===== src/rtl/uart_pkg.sv =====
// Shared UART definitions: receiver FSM states, status word bit positions, baud divider helper.
// UART_RX_PARITY_EN adds the PARITY state used by the 8E1 receiver build.
package uart_pkg;

   typedef enum logic [2:0] {
      ST_IDLE   = 3'd0,
      ST_START  = 3'd1,
      ST_DATA   = 3'd2,
`ifdef UART_RX_PARITY_EN
      ST_STOP   = 3'd3,
      ST_PARITY = 3'd4
`else
      ST_STOP   = 3'd3
`endif
   } uart_rx_state_t;

   localparam int UART_ST_VALID = 8;
   localparam int UART_ST_FERR  = 9;
   localparam int UART_ST_OVR   = 10;
   localparam int UART_ST_PERR  = 11;

   function automatic int uart_clks_per_bit(input int f_clk, input int baud);
      return f_clk / baud;
   endfunction

endpackage


===== src/rtl/sync_2ff.sv =====
// Two-flop synchronizer for an asynchronous single-bit input; reset value is a parameter
// so idle-high lines (UART) and idle-low lines (buttons) both come out of reset quiet.
module sync_2ff #(
   parameter logic RST_VAL = 1'b1
) (
   input  logic clk,
   input  logic rst_n,
   input  logic d,
   output logic q
);

   logic meta_q;

   always_ff @(posedge clk or negedge rst_n) begin
      if (!rst_n) begin
         meta_q <= RST_VAL;
         q      <= RST_VAL;
      end else begin
         meta_q <= d;
         q      <= meta_q;
      end
   end

endmodule


===== src/rtl/uart_rx.sv =====
// UART receiver bus slave: 8N1 frames into a one-byte holding register with sticky status.
// Define UART_RX_PARITY_EN for 8E1 frames with a parity_err flag in bit 11.
module uart_rx
   import uart_pkg::*;
#(
   parameter int BAUDRATE = 115200,
   parameter int F_CLK    = 576000
) (
   input  logic        sys_clk_i,
   input  logic        sys_rst_i,
   input  logic        uart_rx_i,
   input  logic        uart_rd_i,
   output logic [31:0] uart_data_o
);

   localparam int CLKS_PER_BIT = uart_clks_per_bit(F_CLK, BAUDRATE);
   localparam int CW           = $clog2(CLKS_PER_BIT);
   localparam logic [CW-1:0] CNT_HALF = CW'(CLKS_PER_BIT / 2 - 1);
   localparam logic [CW-1:0] CNT_LAST = CW'(CLKS_PER_BIT - 1);

   if (CLKS_PER_BIT < 4) begin : g_bad_cfg
      $error("uart_rx: F_CLK/BAUDRATE must be at least 4");
   end

   logic rx_s;

   sync_2ff #(.RST_VAL(1'b1)) u_sync (
      .clk   (sys_clk_i),
      .rst_n (sys_rst_i),
      .d     (uart_rx_i),
      .q     (rx_s)
   );

   uart_rx_state_t state_q, state_d;
   logic [CW-1:0]  cnt_q, cnt_d;
   logic [2:0]     bit_q, bit_d;
   logic [7:0]     shift_q, shift_d;
   logic           done;
   logic           stop_bad;

   logic [7:0]     data_q;
   logic           valid_q;
   logic           ferr_q;
   logic           ovr_q;
   // Set by a framing error; holds off new starts until the line returns high.
   logic           brk_q;

`ifdef UART_RX_PARITY_EN
   logic           perr_q;
   logic           par_pend_q, par_pend_d;
`endif

   always_comb begin
      state_d  = state_q;
      cnt_d    = cnt_q;
      bit_d    = bit_q;
      shift_d  = shift_q;
      done     = 1'b0;
      stop_bad = 1'b0;
`ifdef UART_RX_PARITY_EN
      par_pend_d = par_pend_q;
`endif
      case (state_q)
         ST_IDLE: begin
            if (!rx_s && !brk_q) begin
               cnt_d   = '0;
               state_d = ST_START;
            end
         end
         ST_START: begin
            if (cnt_q == CNT_HALF) begin
               if (rx_s) begin
                  state_d = ST_IDLE;
               end else begin
                  cnt_d   = '0;
                  bit_d   = '0;
                  state_d = ST_DATA;
               end
            end else begin
               cnt_d = cnt_q + CW'(1);
            end
         end
         ST_DATA: begin
            if (cnt_q == CNT_LAST) begin
               cnt_d   = '0;
               shift_d = {rx_s, shift_q[7:1]};
               bit_d   = bit_q + 3'd1;
               if (bit_q == 3'd7) begin
`ifdef UART_RX_PARITY_EN
                  state_d = ST_PARITY;
`else
                  state_d = ST_STOP;
`endif
               end
            end else begin
               cnt_d = cnt_q + CW'(1);
            end
         end
`ifdef UART_RX_PARITY_EN
         ST_PARITY: begin
            if (cnt_q == CNT_LAST) begin
               cnt_d      = '0;
               par_pend_d = ^{shift_q, rx_s};
               state_d    = ST_STOP;
            end else begin
               cnt_d = cnt_q + CW'(1);
            end
         end
`endif
         ST_STOP: begin
            if (cnt_q == CNT_LAST) begin
               cnt_d    = '0;
               done     = 1'b1;
               stop_bad = !rx_s;
               state_d  = ST_IDLE;
            end else begin
               cnt_d = cnt_q + CW'(1);
            end
         end
         default: state_d = ST_IDLE;
      endcase
   end

   always_ff @(posedge sys_clk_i or negedge sys_rst_i) begin
      if (!sys_rst_i) begin
         state_q <= ST_IDLE;
         cnt_q   <= '0;
         bit_q   <= '0;
         shift_q <= '0;
      end else begin
         state_q <= state_d;
         cnt_q   <= cnt_d;
         bit_q   <= bit_d;
         shift_q <= shift_d;
      end
   end

   // Frame completion beats a same-edge read: old flags are dropped, new ones kept.
   always_ff @(posedge sys_clk_i or negedge sys_rst_i) begin
      if (!sys_rst_i) begin
         data_q     <= '0;
         valid_q    <= 1'b0;
         ferr_q     <= 1'b0;
         ovr_q      <= 1'b0;
         brk_q      <= 1'b0;
`ifdef UART_RX_PARITY_EN
         perr_q     <= 1'b0;
         par_pend_q <= 1'b0;
`endif
      end else begin
`ifdef UART_RX_PARITY_EN
         par_pend_q <= par_pend_d;
`endif
         if (done && stop_bad) begin
            brk_q <= 1'b1;
         end else if (rx_s) begin
            brk_q <= 1'b0;
         end
         if (done) begin
            data_q  <= shift_q;
            valid_q <= 1'b1;
            ferr_q  <= (ferr_q & !uart_rd_i) | stop_bad;
            ovr_q   <= (ovr_q | valid_q) & !uart_rd_i;
`ifdef UART_RX_PARITY_EN
            perr_q  <= (perr_q & !uart_rd_i) | par_pend_q;
`endif
         end else if (uart_rd_i) begin
            valid_q <= 1'b0;
            ferr_q  <= 1'b0;
            ovr_q   <= 1'b0;
`ifdef UART_RX_PARITY_EN
            perr_q  <= 1'b0;
`endif
         end
      end
   end

   always_comb begin
      uart_data_o                = '0;
      uart_data_o[7:0]           = data_q;
      uart_data_o[UART_ST_VALID] = valid_q;
      uart_data_o[UART_ST_FERR]  = ferr_q;
      uart_data_o[UART_ST_OVR]   = ovr_q;
`ifdef UART_RX_PARITY_EN
      uart_data_o[UART_ST_PERR]  = perr_q;
`endif
   end

endmodule


===== config.mk =====
export PLATFORM = sky130hd
export DESIGN_NAME = uart_rx
export DESIGN_NICKNAME = d
export VERILOG_FILES = /design/src/rtl/uart_pkg.sv /design/src/rtl/sync_2ff.sv /design/src/rtl/uart_rx.sv
export SDC_FILE = /design/constraint.sdc
export NUM_CORES = 1
export LEC_CHECK = 0
export BUFFER_PORTS_ARGS = -buffer_cell sky130_fd_sc_hd__buf_4
export CORE_MARGIN = 2
export CORE_UTILIZATION = 24
export DETAILED_ROUTE_END_ITERATION = 10
export GPL_TIMING_DRIVEN = 0
export SLEW_MARGIN = 20
export SYNTH_ARGS = -nofsm -noshare
export SYNTH_HDL_FRONTEND = slang
export SYNTH_SLANG_ARGS = --single-unit
export TNS_END_PERCENT = 5

===== constraint.sdc =====
create_clock -name sys_clk_i -period 1.6 [get_ports sys_clk_i]
set_input_delay 0.08 -clock sys_clk_i [delete_from_list [all_inputs] [get_ports sys_clk_i]]
set_output_delay 0.08 -clock sys_clk_i [all_outputs]
set_load 0.1 [all_outputs]

==> key figures <==
Setup path
  • CP arrival: 1.65 ns
  • CP Data Required Time: approximately 1.8 ns
  • Crit path kind: reg -> reg
  • Critical Path End Type: flop
  • Crit Path Max Fanout: 6
  • Startpoint types: flop

Timing
  • Final clock skew: between 0.003 and 0.004 ns
  • Worst hold margin: 0.2556 ns
  • Final setup vio count: 0
  • Setup ws final: around 0.12 ns
  • Final Hold Fails: 0
  • Setup TNS: 0 ns
  • Fin. max-slew vios: 0
  • RSZ-0062 raised after global routing: no
  • Max Freq: 677.3 MHz
  • Minimum clock period: 1.476 ns
  • Final period utilization: 0.9228

Synth
  • Netlist cell types: 33
  • Seq/Total Area, Yosys: 0.4867
  • Top cells by area, synth: dfrtp_1 (45%), buf_4 (13%), nand2_1 (12%)
  • Synth Instances: 157
  • Ys async rst share: 1.000
  • Yosys warns: 0
  • Syn Std Cell Area: 1548 sq um
  • Area leader, netlist: dfrtp_1
  • Count leader, synth: nand2_1
  • Commonest cells post-synth: nand2_1 (51), dfrtp_1 (28), buf_4 (26)
  • Post-synth EDFFs: 0
  • Avg Cell Area, Syn: 9.858 sq um
  • Top FF cell, synth: dfrtp_1
  • Synthesized flop and latch total: 30
  • Yosys top cell area share: 0.4527

Finish
  • Utilization after layout: 0.3109
  • Final-stage net count: 210
  • Ant diodes: 0
  • Share of layout cells above drive strength 1: 0.3218
  • Layout area overhead: 26.11%

Power
  • Leakage power: 0.001053 uW
  • Seq pwr share: 0.343
  • Internal Power: 1758 uW
  • Part of the power in combinational logic: 0.450
  • PwrDens: 1583 nW/um^2
  • Clock network power share: 0.208
  • Switching power share of the total: 0.4309
  • Sw Pwr: 1331 uW
  • Max VDD drop: 723.1 uV

Clock tree
  • CTS root buffer: clkbuf_8
  • H-Tree Depth: 2
  • Num CTS Buffers: 5
  • Max Buffers Root-to-Sink: 2
  • Clk_lat worst skew: a little under 0.3 ns
  • Clock sinks: 30
  • Worst-path clk slew: 0.07 ns
  • Post-CTS setup buffers: 0
  • CTS tree: yes

GRT
  • Vias in the first global route: 1011
  • GR Overflow Total: 0
  • Initial antenna violation count: 0
  • Largest net degree at the start of global routing: 31
  • First-pass GRT wire length: 4.698 mm
  • Gr usage total: 0.08457

Place
  • DP HPWL: 1.824 mm
  • IO Port Bufs: 14
  • Setup WS pre-CTS: 0.08803 ns
  • GP Congestion: roughly 0.75

Drt
  • Initial drt markers: between 60 and 70
  • Antenna viol nets, final: 0
  • DR vias/cell: 3.771
  • Routed vias: about 1.1k
  • DR WL/cell: 9.688 um
  • Drt drc: 0
  • Pre-Repair DR Iteration Count: 4
  • WL final: 2.703 mm

Flow run
  • Max Cap Viol: 0

Floorplanning
  • Core ar.: 6277 sq um
  • Die height: roughly 84 um
  • Die width: 84.31 um
  • Core Rows: 29
  • Die ar.: 7107 sq um
  • # IOs: 36
  • Initial Util: 0.2466

Outcome
  • Status: completed

Min path
  • Hold WC Path Type: in -> async
path summary, 6_finish.rpt:
check	start	to	slack, ns	cells after the start
max in group asynchronous	sys_rst_i	u_sync.q	1.02	2
min in group sys_clk_i	u_sync.meta_q	u_sync.q	0.36	0
setup / recovery	cnt_q[0]	state_q[0]	0.12	5
hold reg to reg	u_sync.meta_q	u_sync.q	0.36	0
hold / removal	sys_rst_i	ovr_q	0.26	2
setup reg to reg	cnt_q[0]	state_q[0]	0.12	5
per-stage QoR:
stage          power, uW  cell area, sq um  instances
3_3_place_gp        2435              1824        268
3_5_place_dp        2458              1824        268
6_report            3090              1952        279
5_1_grt             3306              1952        279
4_1_cts             3132              1949        279
2_1_floorplan       2232              1623        177
cells in the final DEF (no fill, tap or decap), types with 2 or more instances in the layout:
| master | Yosys | final |
|---|---|---|
| a21oi_1 | 3 | 3 |
| a21oi_2 | 2 | 2 |
| a22o_1 | 2 | 2 |
| buf_2 | 2 | 2 |
| buf_4 | 26 | 40 |
| buf_6 | 2 | 2 |
| clkbuf_8 | 0 | 6 |
| conb_1 | 1 | 21 |
| dfrtp_1 | 28 | 28 |
| dfstp_2 | 2 | 2 |
| dlygate4sd3_1 | 0 | 3 |
| ha_1 | 5 | 4 |
| inv_1 | 7 | 7 |
| mux2_4 | 2 | 2 |
| nand2_1 | 51 | 51 |
| nor2b_1 | 2 | 2 |
| o21ai_0 | 3 | 3 |
| o22ai_1 | 2 | 2 |
state kept, by name, indices dropped and copies added, names as in the netlist:
register and count:
ferr_q 1, shift_q 8, cnt_q 3, ovr_q 1
valid_q 1, bit_q 3, data_q 8, brk_q 1
state_q 2, u_sync.meta_q 1, u_sync.q 1
timing repair:
item,in CTS,in global routing
gates resized for setup,0,1
endpoints found under the setup margin,0,2
hold buffers,3,0
endpoints found under the hold margin,31,0
final cells by class:
cell class                      count  area (sq um)
Clock buffer                        6         82.58
Clock inverter                      2         12.51
Sequential cell                    30         753.2
Buffer                             30         227.7
Multi-Input combinational cell    109         614.3
Inverter                            8         30.03
Fill cell                         655          4325
Timing Repair Buffer               17         135.1
Tap cell                           77         96.34
power groups by stage:
stage               registers [uW]  logic (uW)  clock network [uW]
finish                        1060        1390                 641
floorplan                     1260         968                   0
detailed placement            1070        1380                   0
CTS                           1060        1400                 674
global route                  1090        1520                 700
global placement              1070        1370                   0
worst max-delay path, stage by stage, from the launching register on:
cell      delay (ns)
dfrtp_1         0.42
inv_1           0.08
ha_2            0.23
a21boi_1        0.11
a31oi_4         0.20
mux2_4          0.32
cell families (layout without fill, tap and decap cells):
kind of cell,count (synthesis),in the layout,synth area share
other cells,1,21,0.002423
compound gates,18,18,0.08974
buf+inv,38,63,0.1665
fa+ha+maj,5,5,0.04042
flops,30,30,0.4867
mux,3,3,0.02587
simple gates,62,62,0.1884
layer usage:
metal  vias up  share of wire  global-route usage
met5         -              0                   0
li1        546              -                   -
met1       472           0.45              0.1023
met2        27           0.46              0.1284
met4         0          0.025             0.04839
met3         7          0.065             0.03245
(Power assumes the default switching activity.)
